`config.mk`:
```
export PLATFORM = sky130hd
export DESIGN_NAME = booth_controller
export DESIGN_NICKNAME = d
export VERILOG_FILES = /design/src/rtl/booth_controller.sv
export SDC_FILE = /design/constraint.sdc
export NUM_CORES = 1
export LEC_CHECK = 0
export ABC_AREA = 1
export BUFFER_PORTS_ARGS = -buffer_cell sky130_fd_sc_hd__buf_2
export CAP_MARGIN = 40
export CORE_AREA = 3 3 40 42
export DETAILED_ROUTE_END_ITERATION = 8
export DIE_AREA = 0 0 43 45
export GPL_ROUTABILITY_DRIVEN = 0
export HOLD_SLACK_MARGIN = 0.12
export PLACE_DENSITY = 0.8
export SYNTH_ARGS = -nofsm -noshare
export SYNTH_HDL_FRONTEND = slang
export SYNTH_SLANG_ARGS = --single-unit
```
`constraint.sdc`:
```
create_clock -name clk -period 2.55 [get_ports clk]
set_clock_uncertainty 0.2 [all_clocks]
set_input_delay 0.6375 -clock clk [delete_from_list [all_inputs] [get_ports clk]]
set_output_delay 0.6375 -clock clk [all_outputs]
set_load 0.03 [all_outputs]
```
`src/rtl/booth_controller.sv`:
```
// Control FSM for a radix-2 Booth multiplier datapath.
// Moore outputs are decoded from the next state and registered, so they track the current state without glitches.
module booth_controller #(
    parameter int N_BITS = 5
) (
    input  logic       clk,
    input  logic       rst,
    input  logic       start,
    input  logic       abort,
    input  logic       qn1,
    input  logic       qm1,
    input  logic       eqz,
    output logic       busy,
    output logic       done,
    output logic       loadA,
    output logic       clearA,
    output logic       shiftA,
    output logic       loadQ,
    output logic       shiftQ,
    output logic       clearQ,
    output logic       clearF,
    output logic       enableD,
    output logic       loadM,
    output logic       addsub,
    output logic       decc,
    output logic       loadcntr,
    output logic       clearcntr,
    output logic [3:0] cycle
);

    typedef enum logic [2:0] {
        S_IDLE  = 3'd0,
        S_INIT  = 3'd1,
        S_EVAL  = 3'd2,
        S_ADD   = 3'd3,
        S_SUB   = 3'd4,
        S_SHIFT = 3'd5,
        S_DONE  = 3'd6
    } state_t;

    typedef struct packed {
        logic busy;
        logic done;
        logic load_a;
        logic clear_a;
        logic shift_a;
        logic load_q;
        logic shift_q;
        logic clear_q;
        logic clear_f;
        logic enable_d;
        logic load_m;
        logic addsub;
        logic decc;
        logic loadcntr;
        logic clearcntr;
    } ctrl_t;

    localparam logic [3:0] CYCLE_C   = 4'(N_BITS);
    localparam ctrl_t      CTRL_IDLE = 15'b000_0000_0000_0001;

    state_t state_q, state_d;
    ctrl_t  ctrl_q, ctrl_d;

    // State and registered-output register with synchronous reset.
    always_ff @(posedge clk) begin
        if (rst) begin
            state_q <= S_IDLE;
            ctrl_q  <= CTRL_IDLE;
        end else begin
            state_q <= state_d;
            ctrl_q  <= ctrl_d;
        end
    end

    // Next-state logic; abort wins over everything except the fixed DONE->IDLE step.
    always_comb begin
        state_d = state_q;
        if (abort) begin
            state_d = S_IDLE;
        end else begin
            case (state_q)
                S_IDLE:  state_d = start ? S_INIT : S_IDLE;
                S_INIT:  state_d = S_EVAL;
                S_EVAL: begin
                    if (eqz) begin
                        state_d = S_DONE;
                    end else begin
                        case ({qn1, qm1})
                            2'b10:   state_d = S_SUB;
                            2'b01:   state_d = S_ADD;
                            default: state_d = S_SHIFT;
                        endcase
                    end
                end
                S_ADD:   state_d = S_SHIFT;
                S_SUB:   state_d = S_SHIFT;
                S_SHIFT: state_d = S_EVAL;
                S_DONE:  state_d = S_IDLE;
                default: state_d = S_IDLE;
            endcase
        end
    end

    // Moore output decode of the state being entered.
    always_comb begin
        ctrl_d = '0;
        case (state_d)
            S_IDLE: begin
                ctrl_d.clearcntr = 1'b1;
            end
            S_INIT: begin
                ctrl_d.busy     = 1'b1;
                ctrl_d.clear_a  = 1'b1;
                ctrl_d.clear_f  = 1'b1;
                ctrl_d.load_m   = 1'b1;
                ctrl_d.load_q   = 1'b1;
                ctrl_d.loadcntr = 1'b1;
            end
            S_EVAL: begin
                ctrl_d.busy = 1'b1;
            end
            S_ADD: begin
                ctrl_d.busy   = 1'b1;
                ctrl_d.addsub = 1'b1;
                ctrl_d.load_a = 1'b1;
            end
            S_SUB: begin
                ctrl_d.busy   = 1'b1;
                ctrl_d.addsub = 1'b0;
                ctrl_d.load_a = 1'b1;
            end
            S_SHIFT: begin
                ctrl_d.busy     = 1'b1;
                ctrl_d.shift_a  = 1'b1;
                ctrl_d.shift_q  = 1'b1;
                ctrl_d.enable_d = 1'b1;
                ctrl_d.decc     = 1'b1;
            end
            S_DONE: begin
                ctrl_d.busy = 1'b1;
                ctrl_d.done = 1'b1;
            end
            default: begin
                ctrl_d = CTRL_IDLE;
            end
        endcase
    end

    assign busy      = ctrl_q.busy;
    assign done      = ctrl_q.done;
    assign loadA     = ctrl_q.load_a;
    assign clearA    = ctrl_q.clear_a;
    assign shiftA    = ctrl_q.shift_a;
    assign loadQ     = ctrl_q.load_q;
    assign shiftQ    = ctrl_q.shift_q;
    assign clearQ    = ctrl_q.clear_q;
    assign clearF    = ctrl_q.clear_f;
    assign enableD   = ctrl_q.enable_d;
    assign loadM     = ctrl_q.load_m;
    assign addsub    = ctrl_q.addsub;
    assign decc      = ctrl_q.decc;
    assign loadcntr  = ctrl_q.loadcntr;
    assign clearcntr = ctrl_q.clearcntr;
    assign cycle     = CYCLE_C;

endmodule

```
==> impl_metrics.prom <==
# TYPE chip_impl_metric gauge
chip_impl_info{name="run_status",value="finished clean"} 1
chip_impl_metric{name="gr-total-overflow",unit=""} 0
chip_impl_info{name="rr_endpoint",value="loadA"} 1
chip_impl_metric{name="clock.fmax",unit="MHz"} 598
chip_impl_metric{name="track_usage",unit="%"} 11.8
chip_impl_metric{name="leakage_component_of_the_power",unit="uW"} 0.000366
chip_impl_metric{name="use_met2",unit="%"} 20.4
chip_impl_metric{name="starting_density_of_the_core",unit="%"} 43.0
chip_impl_metric{name="final-hold-violation-count",unit=""} 0
chip_impl_metric{name="synthCells",unit=""} 79
chip_impl_metric{name="final_min_period_over_clock_period",unit="%"} 65.6
chip_impl_info{name="cp-start-kind",value="register"} 1
chip_impl_metric{name="synth_enable_flop_cells",unit=""} 0
chip_impl_metric{name="powerDensity",unit="mW/mm^2"} 578
chip_impl_metric{name="met1_usage",unit="%"} 13.4
chip_impl_metric{name="worst_case_register_to_register_setup_slack",unit="ns"} 1.15
chip_impl_info{name="worst_path_dominant_cell_family",value="flip-flops"} 1
chip_impl_metric{name="synth_seq_area_share",unit="%"} 36.2
chip_impl_info{name="tritoncts",value="done"} 1
chip_impl_metric{name="finalWorstPathRequiredPeriod",unit="ns"} 1.67
chip_impl_info{name="global_route_layer_with_the_greatest_usage",value="met2"} 1
chip_impl_metric{name="pre_cts_ws",unit="ns"} 0.889
chip_impl_info{name="synth_commonest_cells",value="sky130_fd_sc_hd__nand2_1, sky130_fd_sc_hd__buf_4, sky130_fd_sc_hd__dfxtp_1"} 1
chip_impl_metric{name="post_route_cells_drive_above_1_share",unit="%"} 35.1
chip_impl_metric{name="place_hpwl",unit="um"} 832
chip_impl_metric{name="max_cap_viol_count",unit=""} 0
chip_impl_info{name="cpMaxStageDelayCell",value="sky130_fd_sc_hd__dfxtp_1"} 1
chip_impl_info{name="setup_repair_after_global_routing_missed_its_margin",value="false"} 1
chip_impl_metric{name="avgViaCountPerCell",unit=""} 4.54
chip_impl_metric{name="cts.hold.buffers_added",unit=""} 0
chip_impl_info{name="synthFlopType",value="sky130_fd_sc_hd__dfxtp_1"} 1
chip_impl_metric{name="vdd_ir_drop_max",unit="mV"} 0.449
chip_impl_metric{name="synth_area",unit="sq um"} 553
chip_impl_metric{name="worst_skew_pair.late_latency",unit="ns"} 0.26
chip_impl_metric{name="worst_path_largest_cell_delay",unit="ns"} 0.36
chip_impl_metric{name="worst_slack",unit="ns"} 0.876
chip_impl_metric{name="antennaDiodeCount",unit=""} 0
chip_impl_metric{name="drt-wirelength-per-cell",unit="um"} 9.37
chip_impl_metric{name="summed_negative_setup_slack_over_all_endpoints",unit="ns"} 0
chip_impl_metric{name="drc",unit=""} 0
chip_impl_metric{name="placeableCoreArea",unit="sq mm"} 0.00128
chip_impl_metric{name="synthDominantCellAreaShare",unit="%"} 36.2
chip_impl_metric{name="via_count",unit=""} 495
chip_impl_metric{name="numPortBuffers",unit=""} 20
chip_impl_metric{name="dr.first_iter.drc_count",unit=""} 9
chip_impl_metric{name="cts_num_sinks",unit=""} 10
chip_impl_info{name="path_cells",value="buf_2"} 1
chip_impl_metric{name="io-pin-count",unit=""} 26
chip_impl_metric{name="cts_made_buffers",unit=""} 3
chip_impl_info{name="hold_path_end",value="state_q[2]"} 1
chip_impl_metric{name="grt_antenna_before_repair",unit=""} 0
chip_impl_metric{name="route.final.wire_length",unit="mm"} 1.02
chip_impl_metric{name="timing.hold.ws",unit="ns"} 0.418
chip_impl_info{name="synth_area_leader_cell",value="sky130_fd_sc_hd__dfxtp_1"} 1
chip_impl_metric{name="total_power",unit="uW"} 364
chip_impl_metric{name="floorplan.rows",unit=""} 13
chip_impl_metric{name="die_y",unit="um"} 45
chip_impl_metric{name="antenna_left",unit=""} 0
chip_impl_metric{name="clock_path_buffers",unit=""} 2
chip_impl_info{name="synthMostInstantiatedCell",value="sky130_fd_sc_hd__nand2_1"} 1
chip_impl_metric{name="number_of_nets_in_the_finished_design",unit=""} 102
chip_impl_info{name="clk_root_buffer_cell",value="sky130_fd_sc_hd__clkbuf_4"} 1
chip_impl_metric{name="postSynthRegisterBits",unit=""} 10
chip_impl_metric{name="grt_first_pass_wirelength",unit="mm"} 1.70
chip_impl_info{name="rr_startpoint",value="state_q[0]"} 1
chip_impl_metric{name="report.final.setup_viol",unit=""} 0
chip_impl_metric{name="synth-async-reset-ratio",unit="%"} 0
chip_impl_info{name="hold_start",value="rst"} 1
chip_impl_metric{name="avg_cell_area_syn",unit="sq um"} 7.00
chip_impl_metric{name="first_global_vias",unit=""} 418
chip_impl_info{name="timing.setup.critical_path_class",value="register to output port"} 1
chip_impl_metric{name="cts.clk_slew.worst_paths",unit="ns"} 0.07
chip_impl_metric{name="post-cts-setup-buffer-count",unit=""} 0
chip_impl_metric{name="ff2ff_path_depth",unit=""} 7
chip_impl_info{name="holdCritPathClass",value="primary input to register"} 1
chip_impl_info{name="setup.worst_path.end_class",value="output port"} 1
chip_impl_metric{name="layout_overhead_on_the_synthesized_area",unit="%"} 13.8
chip_impl_metric{name="cp_num_buf_inv",unit=""} 1
chip_impl_metric{name="worstPathRequired",unit="ns"} 1.71
chip_impl_metric{name="crit_path_max_fanout",unit=""} 5
chip_impl_metric{name="grt_max_degree",unit=""} 8
chip_impl_metric{name="min_delay_path_depth",unit=""} 2
chip_impl_metric{name="layout.core_utilization",unit="%"} 49.0
chip_impl_metric{name="worst-endpoint-arrival",unit="ns"} 0.84
chip_impl_metric{name="slew_violations",unit=""} 0
chip_impl_metric{name="synth_cell_type_count",unit=""} 17
chip_impl_metric{name="synth-warning-count",unit=""} 0
chip_impl_metric{name="groute.layer.met3.usage",unit="%"} 5.98
chip_impl_metric{name="n_fill_cell",unit=""} 134
chip_impl_info{name="synth_top_cells_by_area",value="sky130_fd_sc_hd__dfxtp_1, sky130_fd_sc_hd__buf_4, sky130_fd_sc_hd__nand2_1"} 1
chip_impl_metric{name="cts_max_level",unit=""} 1
chip_impl_metric{name="die-area",unit="sq mm"} 0.00194
chip_impl_metric{name="post_cts_resize_count",unit=""} 0
chip_impl_metric{name="firstDrtPassIters",unit=""} 6
chip_impl_metric{name="die_w",unit="um"} 43
[worst max path at each step]
stage | start | slack [ns] | depth (start not counted) | to
finish | loadcntr | 0.88 | 1 | loadQ
global route | loadcntr | 0.83 | 1 | loadQ
CTS | loadcntr | 0.86 | 1 | loadcntr
detailed placement | qn1 | 0.89 | 10 | loadA
global placement | qn1 | 0.92 | 10 | loadA
floorplan | loadcntr | 0.95 | 1 | clearF
[cell type report]
cell class / count / area, sq um / share of cell area (%)
inverters: 9 / 33.8 / 5.37
well taps: 15 / 18.8 / 2.98
repair buffers: 20 / 100 / 15.9
flip-flops and latches: 10 / 200 / 31.8
multi-input cells: 51 / 240 / 38.2
clock buffers: 4 / 36.3 / 5.77
[layout by cell type (no fill, tap or decap), drive strengths merged]
cell    instances
nor3            3
nand3           6
dfxtp          10
nor2           13
nand2          20
conb            5
clkbuf          4
a21oi           1
buf            20
o21ai           3
inv             9
[layer usage]
metal,share of wire [%],up-vias
met3,11,0
met1,39,217
met4,0,0
met5,0,-
met2,50,24
li1,-,254
[power by group]
group | total (uW) | switching (uW) | internal, uW
sequential | 164 | 3.56 | 161
clock | 139 | 52.2 | 86.6
combinational | 60.9 | 45.1 | 15.7
[state kept, by name, summed over array words and instances (netlist names)]
name	count
state_q	3
addsub	1
busy	1
clearcntr	1
decc	1
done	1
loadA	1
loadcntr	1
[cells by family (layout without fill, tap and decap cells)]
group,after synthesis,count (layout),share of synthesized area (%)
buffers and inverters,21,33,22.4
AO/OA/AOI/OAI,4,4,3.62
flip-flops,10,10,36.2
other,2,5,1.36
AND/OR/NAND/NOR,42,42,36.4
[stage by stage]
stage	cell area [sq um]	cells
2_1_floorplan	564	82
3_3_place_gp	593	105
3_5_place_dp	593	105
4_1_cts	629	109
5_1_grt	629	109
6_report	629	109
Note: power is estimated with default switching activity, not from simulation.
